File: config.mk
export PLATFORM = sky130hd
export DESIGN_NAME = jp_responder
export DESIGN_NICKNAME = d
export VERILOG_FILES = /design/src/rtl/jp_pkg.sv /design/src/rtl/jp_debounce.sv /design/src/rtl/jp_responder.sv
export SDC_FILE = /design/constraint.sdc
export NUM_CORES = 1
export LEC_CHECK = 0
export ABC_CLOCK_PERIOD_IN_PS = 2400
export CORE_MARGIN = 4
export CORE_UTILIZATION = 50
export DETAILED_ROUTE_END_ITERATION = 12
export GPL_TIMING_DRIVEN = 0
export PLACE_DENSITY_LB_ADDON = 0.3
export SYNTH_ARGS = -nofsm -noshare
export SYNTH_HDL_FRONTEND = slang
export SYNTH_SLANG_ARGS = --single-unit
File: constraint.sdc
create_clock -name clk_in -period 2.4 [get_ports clk_in]
set_input_delay 0.36 -clock clk_in [delete_from_list [all_inputs] [get_ports clk_in]]
set_output_delay 0.36 -clock clk_in [all_outputs]
set_load 0.01 [all_outputs]
File: src/rtl/jp_pkg.sv
// Shared joypad definitions used by the controller-port responder and the
// rp2a03 joypad logic.
// Contents:
//   BTN_A..BTN_RIGHT  bit index of each button in every 8-bit button vector
//   btn_t             packed view of a button vector; field a sits at bit 0
//   turbo_mask()      applies turbo gating to the A/B buttons
package jp_pkg;

  localparam int NUM_BTNS  = 8;

  localparam int BTN_A      = 0;
  localparam int BTN_B      = 1;
  localparam int BTN_SELECT = 2;
  localparam int BTN_START  = 3;
  localparam int BTN_UP     = 4;
  localparam int BTN_DOWN   = 5;
  localparam int BTN_LEFT   = 6;
  localparam int BTN_RIGHT  = 7;

  // The first field is the MSB, so a lands on bit 0, matching BTN_A.
  typedef struct packed {
    logic right;
    logic left;
    logic down;
    logic up;
    logic start;
    logic select;
    logic b;
    logic a;
  } btn_t;

  // A turbo-enabled button only reads as pressed while the phase is high.
  function automatic btn_t turbo_mask(btn_t btn, logic [1:0] en, logic phase);
    btn_t m;
    m = btn;
    if (en[0]) m.a = btn.a & phase;
    if (en[1]) m.b = btn.b & phase;
    return m;
  endfunction

endpackage

File: src/rtl/jp_debounce.sv
// Single-bit debouncer. The output follows the input only after the input
// has disagreed with it for DEBOUNCE_CYCLES consecutive cycles; any cycle of
// agreement restarts the count.
// Ports:
//   clk_in     system clock
//   rst_in     synchronous active-high reset
//   level_in   synchronized level, active-high
//   level_out  debounced level, active-high, resets to 0
module jp_debounce #(
  parameter int DEBOUNCE_CYCLES = 250000
) (
  input  logic clk_in,
  input  logic rst_in,
  input  logic level_in,
  output logic level_out
);

  localparam int CW = (DEBOUNCE_CYCLES > 1) ? $clog2(DEBOUNCE_CYCLES) : 1;
  localparam logic [CW-1:0] CNT_LAST = CW'(DEBOUNCE_CYCLES - 1);

  logic [CW-1:0] cnt;

  always_ff @(posedge clk_in) begin
    if (rst_in) begin
      cnt       <= '0;
      level_out <= 1'b0;
    end else if (level_in == level_out) begin
      cnt <= '0;
    end else if (cnt == CNT_LAST) begin
      cnt       <= '0;
      level_out <= level_in;
    end else begin
      cnt <= cnt + 1'b1;
    end
  end

endmodule

File: src/rtl/jp_responder.sv
// Console controller-port responder: emulates a 4021-style parallel-in /
// serial-out shift register fed by debounced board buttons, with optional
// turbo on A and B.
// Ports:
//   clk_in        system clock (clk_25 domain)
//   rst_in        synchronous active-high reset
//   jp_latch_in   console latch, active-high, asynchronous
//   jp_clk_in     console shift clock, rising edge shifts, asynchronous
//   buttons_n_in  raw buttons, active-low, bit order per jp_pkg
//   turbo_en_in   [0] turbo on A, [1] turbo on B
//   jp_data_out   serial data to console, active-low
//   buttons_out   debounced buttons, active-high
module jp_responder
  import jp_pkg::*;
#(
  parameter int DEBOUNCE_CYCLES = 250000,
  parameter int TURBO_LATCHES   = 4
) (
  input  logic                clk_in,
  input  logic                rst_in,
  input  logic                jp_latch_in,
  input  logic                jp_clk_in,
  input  logic [NUM_BTNS-1:0] buttons_n_in,
  input  logic [1:0]          turbo_en_in,
  output logic                jp_data_out,
  output logic [NUM_BTNS-1:0] buttons_out
);

  localparam int TW_RAW = $clog2(TURBO_LATCHES + 1);
  localparam int TW     = (TW_RAW > 3) ? TW_RAW : 3;
  localparam logic [TW-1:0] TURBO_LAST = TW'(TURBO_LATCHES - 1);

  // Console pins: 2-flop synchronizer plus one delayed copy for edges.
  logic [1:0] latch_sync, jclk_sync;
  logic       latch_q, jclk_q;

  always_ff @(posedge clk_in) begin
    if (rst_in) begin
      latch_sync <= '0;
      jclk_sync  <= '0;
      latch_q    <= 1'b0;
      jclk_q     <= 1'b0;
    end else begin
      latch_sync <= {latch_sync[0], jp_latch_in};
      jclk_sync  <= {jclk_sync[0], jp_clk_in};
      latch_q    <= latch_sync[1];
      jclk_q     <= jclk_sync[1];
    end
  end

  logic latch_lvl, latch_fall, jclk_rise;
  assign latch_lvl  = latch_sync[1];
  assign latch_fall = latch_q & ~latch_sync[1];
  assign jclk_rise  = jclk_sync[1] & ~jclk_q;

  // Button synchronizers idle at 1 (released) so reset does not look
  // like a press.
  logic [NUM_BTNS-1:0] btn_s1, btn_s2;

  always_ff @(posedge clk_in) begin
    if (rst_in) begin
      btn_s1 <= '1;
      btn_s2 <= '1;
    end else begin
      btn_s1 <= buttons_n_in;
      btn_s2 <= btn_s1;
    end
  end

  for (genvar g = 0; g < NUM_BTNS; g++) begin : g_db
    jp_debounce #(.DEBOUNCE_CYCLES(DEBOUNCE_CYCLES)) u_db (
      .clk_in    (clk_in),
      .rst_in    (rst_in),
      .level_in  (~btn_s2[g]),
      .level_out (buttons_out[g])
    );
  end

  // Turbo phase flips once every TURBO_LATCHES latch falling edges. The
  // counter runs regardless of turbo_en_in so enabling turbo mid-game
  // keeps a steady cadence.
  logic [TW-1:0] turbo_cnt;
  logic          turbo_phase;

  always_ff @(posedge clk_in) begin
    if (rst_in) begin
      turbo_cnt   <= '0;
      turbo_phase <= 1'b1;
    end else if (latch_fall) begin
      if (turbo_cnt == TURBO_LAST) begin
        turbo_cnt   <= '0;
        turbo_phase <= ~turbo_phase;
      end else begin
        turbo_cnt <= turbo_cnt + 1'b1;
      end
    end
  end

  btn_t load_val;
  assign load_val = turbo_mask(btn_t'(buttons_out), turbo_en_in, turbo_phase);

  // Shift register: latch wins over a coincident shift edge. Ones are
  // shifted in, so after eight shifts the line reads pressed (0) as on
  // the original part.
  logic [NUM_BTNS-1:0] shreg;

  always_ff @(posedge clk_in) begin
    if (rst_in) begin
      shreg       <= '0;
      jp_data_out <= 1'b1;
    end else begin
      if (latch_lvl)
        shreg <= load_val;
      else if (jclk_rise)
        shreg <= {1'b1, shreg[NUM_BTNS-1:1]};
      jp_data_out <= ~shreg[0];
    end
  end

endmodule
# Word level (Yosys, flattened, before mapping)
# Index checks and enable logic that the tools add are counted.
[totals]
register_bits = 187
in_bits = 14
out_inout_bits = 9
[classes]
addsub = 9
eq_ne = 17
muxes = 5
bitwise_logic = 24
n_reduce_logical = 18
[op_table]
columns = ["operator", "n"]
rows = [
  ["adder 18 x 1 -> 18 bit, second input constant", 8],
  ["== test 18 bit, second input constant", 8],
  ["OR reduction 3 bit", 8],
  ["inverter 1 bit", 20],
  ["AND reduction 2 bit", 9],
  ["2-to-1 mux 8 bit", 2],
  ["== test 1 bit", 8],
  ["bitwise AND 1 bit", 4],
  ["adder 3 x 1 -> 3 bit, second input constant", 1],
  ["== test 3 x 2 -> 1 bit, second input constant", 1],
  ["2-to-1 mux 3 bit", 1],
  ["2-to-1 mux 1 bit", 2],
  ["nonzero test 2 bit", 1],
]

# Longest topological paths before layout
[depth]
ltp_word = 4
depth_mapped = 7

# Hierarchy
# From an unflattened synthesis, not the netlist that was laid out.
[hier_totals]
cells_unflattened = 921
hier_area_um2 = 8149.1
[by_module_without_submodules]
columns = ["mod", "n_inst", "cells_per_inst", "area_each_um2", "seq_area_each_um2"]
rows = [
  ["jp_debounce", 8, 100, 862.1, 380.4],
  ["jp_responder", 1, 121, 1252.5, 700.7],
]

# Worst setup path after synthesis
# OpenSTA, ideal clock, no wires.
[synth_path]
path_type = "reg-to-reg"
start = "register g_db[2].u_db.cnt[0]"
end = "register g_db[2].u_db.cnt[10]"
setup_ns = 0.117
arrival_time_ns = 1.695
required_ns = 2.283
setup_slack_ns = 0.588
path_stages_with_launch = 8
period_less_slack_ns = 1.812
cell_sequence = "dfxtp_1 -> ha_1 -> nand3_1 -> nor4_1 -> a211o_1 -> buf_2 -> buf_2 -> nor2_1"
[synth_between]
elab_chain_cells = 2
word_cells_on_any_way = 3
classes_between = "1 x add/sub; 1 x eq/ne; 1 x reduce/logical"
[synth_rtl]
columns = ["element", "line_no", "rtl"]
rows = [
  ["start, declared", "jp_debounce.sv:21", "logic [CW-1:0] cnt;"],
  ["start signal, assigned", "jp_debounce.sv:33", "cnt <= cnt + 1'b1;"],
  ["branches (longest 2 deep; another with adder 18 x 1 -> 18 bit)", "-", ""],
]
# Several ways; the timed one is not identified.
# A chain may end at the register's enable or synchronous reset.

# Final worst setup path
[layout_path]
start = "register g_db[3].u_db.cnt[0]"
end = "register g_db[3].u_db.cnt[9]"
[layout_between]
elab_chain_cells = 2
word_cells_on_any_way = 3
classes_between = "1 x add/sub; 1 x eq/ne; 1 x reduce/logical"
[layout_rtl]
columns = ["element", "line_no"]
rows = [
  ["start, declared", "jp_debounce.sv:21"],
  ["start signal, assigned", "jp_debounce.sv:33"],
  ["branches (longest 2 deep; another with adder 18 x 1 -> 18 bit)", "-"],
]
# Several ways; the timed one is not identified.

==> metrics.txt <==
Final Slew Violations 0; CP delay by family, top simple AND/OR/NAND/NOR gates; total track usage 17.9%; switch share 20.9%; mapped cell area 8140 um2; post-synth top area share 46.0%; Synth Register Bits 187; Slew HR 54.4%; main combinational cell family by area after synthesis simple AND/OR/NAND/NOR gates; combinational share of power 2.3%; GR Overflow Total 0; Synth Area in Simple Gates 28.8%; Worst Hold Class reg -> reg; TNS Setup 0 ns; max cap viols 0; Vias 6189; leakage power 2.77 nW; deepest clock path buffer count 2; Clk pwr share 43.8%; RSZ-0062 raised after global routing no; status completed; cell with the most instances after synthesis dfxtp_1; WS Path Type reg -> reg; XOR/XNOR share of the synthesized area 13.0%; port buffer count 22; area leader, netlist dfxtp_1; final wirelength 15400 um; Buf/Inv on CP 2; drt wl/cell 13.1 um; drt drc 0; post-synth cell types 55; post-synthesis cell count 906; core area 15900 um2; worst path cell trace ha_1, nand3_1, nor4b_1, a211o_1, buf_2, buf_4, nor2_1; antenna diode count 0; sequential share of power 53.9%; Worst-Margin Slew 0.684 ns; required time worst endpoint 2.72 ns; Critical Path Source Type flip-flop; CTS tree yes; EDFF count, synth 0; CP Max Fanout 10; fin crit share 89.9%; area share of fa/ha/maj cells after synthesis 1.38%; CTS sink count 187; Placed Cells 1144; Die H 136 um; syn_nets 929; DR pass1 iterations 5; Max Fclk 464 MHz; Layout Nets 970; synth top area cells dfxtp_1, xnor2_1, nor2_1; I/O pin total 23; post-synthesis sequential area ratio 46.0%; clk_skew 0.00715 ns; critical path data arrival time 2.48 ns; Non-Filler Instances 1176; internal power 4.62 mW; mux contribution to synthesized area 0.738%; ratio of cells with drive above 1 in the final layout 9.58%; hold_buf cts 0; CP Capture Type flip-flop; DR vias/cell 5.26; vias in the first global route 5861; final setup vio count 0; Syn. warnings 0; Peak VDD IR 556 uV; RePlAce Congestion 0.797; die footprint 18400 um2; CP max-delay cell nor4b_1; 1st-iter DRT viols 322; first-pass GRT wire length 27000 um; syn avg cell area 8.98 um2; Initial Utilization 51.1%; H-tree depth 4; die span in x 136 um; Worst-path clk slew 0.07 ns; Most used DFF post-synth dfxtp_1; Fin. Hold Viols 0; num rows 46; largest net degree at the start of global routing 17; Area growth syn-to-layout 12.7%; Clk Latency, worst-skew pair 0.43 ns; Antenna Nets Post-Route 0; root buffer cell clkbuf_16; TritonCTS Buffers 17; Max stage delay on crit path 0.52 ns; complex-gate fraction of the synthesized area 5.95%; P_sw 1.22 mW; DP Wirelength 10600 um; initial antenna violation count 0; top post-synthesis cells by count dfxtp_1, nor2_1, xnor2_1, nand3_1, nand4_1; post-layout min period 2.16 ns; Synth async-reset ratio 0%; pwr/cell area 637 nW/um2
cells in the final DEF, fill, tap and decap left out, types with 7 or more instances in the layout:
master / Yosys / routed
dfxtp_1: 187 / 187
nor4_1: 35 / 34
or2_2: 17 / 17
xor2_1: 32 / 32
xnor2_1: 89 / 89
clkbuf_16: 0 / 17
clkdlybuf4s50_1: 0 / 22
a21oi_1: 23 / 23
or3_1: 7 / 7
buf_4: 12 / 12
or4_1: 9 / 9
buf_2: 9 / 9
nor3_1: 26 / 26
nor2_1: 167 / 167
nand4_1: 45 / 45
nand3_1: 49 / 49
nand2_1: 38 / 38
nor2b_1: 9 / 9
clkbuf_1: 8 / 12
ha_1: 9 / 9
inv_1: 35 / 35
and4_1: 8 / 8
and3_1: 9 / 9
layout make-up:
cell class              instances  area [um2]
repair buffers                 22         220
clock buffers                  25         495
clock inverters                 7        40.0
flip-flops and latches        187        3740
plain buffers                  33         204
fillers                      1416        6770
inverters                      35         131
well taps                     216         270
multi-input cells             651        4070
layer usage:
metal | part of all wire [%] | up-vias | routed length (um) | global-route usage [%]
li1 | - | 3242 | - | -
met1 | 50 | 2860 | 7720 | 24.6
met2 | 45 | 70 | 6950 | 28.1
met3 | 3.1 | 17 | 483 | 3.86
met4 | 1.4 | 0 | 217 | 5.82
met5 | 0 | - | 0 | 0
stage by stage:
| step | setup slack, ns | area [um2] | hold WS, ns | total power [mW] | utilization, % |
|---|---|---|---|---|---|
| after floorplan | 0.588 | 8140 | 0.358 | 3.30 | - |
| after global placement | 0.129 | 8630 | 0.373 | 3.35 | 54.1 |
| after detailed placement | 0.0836 | 8630 | 0.381 | 3.36 | 54.1 |
| after CTS | 0.0933 | 9170 | 0.396 | 5.91 | 57.5 |
| after global routing | 0.00906 | 9170 | 0.421 | 6.05 | 57.5 |
| final | 0.243 | 9170 | 0.401 | 5.85 | 57.5 |
flip-flops by register name, indices dropped and copies added, names as in the netlist:
register and count:
btn_s1 8, btn_s2 8, g_db.u_db.cnt 144, g_db.u_db.level_out 8, jclk_q 1, jclk_sync 2
jp_data_out 1, latch_q 1, latch_sync 2, shreg 8, turbo_cnt 3, turbo_phase 1
power by group through the flow:
| stage | Combinational [mW] | Sequential, mW | Clock, mW |
|---|---|---|---|
| 6_report | 0.135 | 3.15 | 2.56 |
| 5_1_grt | 0.152 | 3.15 | 2.74 |
| 4_1_cts | 0.137 | 3.15 | 2.62 |
| 3_5_place_dp | 0.137 | 3.22 | 0 |
| 3_3_place_gp | 0.135 | 3.22 | 0 |
| 2_1_floorplan | 0.0840 | 3.22 | 0 |
worst paths after layout:
path | startpoint | end | slack (ns) | depth (start not counted)
min | shreg[0] | jp_data_out | 0.40 | 1
max reg2reg | g_db[3].u_db.cnt[0] | g_db[3].u_db.cnt[9] | 0.24 | 7
max | g_db[3].u_db.cnt[0] | g_db[3].u_db.cnt[9] | 0.24 | 7
min reg2reg | shreg[0] | jp_data_out | 0.40 | 1
what timing repair did:
action                                  CTS  global route
setup buffers                             0             0
endpoints found under the setup margin    0            10
gates resized for setup                   0             1
endpoints found under the hold margin     0             0
kinds of logic after synthesis:
logic type / after synthesis
AO/OA/AOI/OAI: 66
XOR/XNOR: 121
adder cells (fa/ha/maj): 9
buffers and inverters: 68
flip-flops: 187
multiplexers: 6
AND/OR/NAND/NOR: 449
Note: power is estimated with default switching activity, not from simulation.
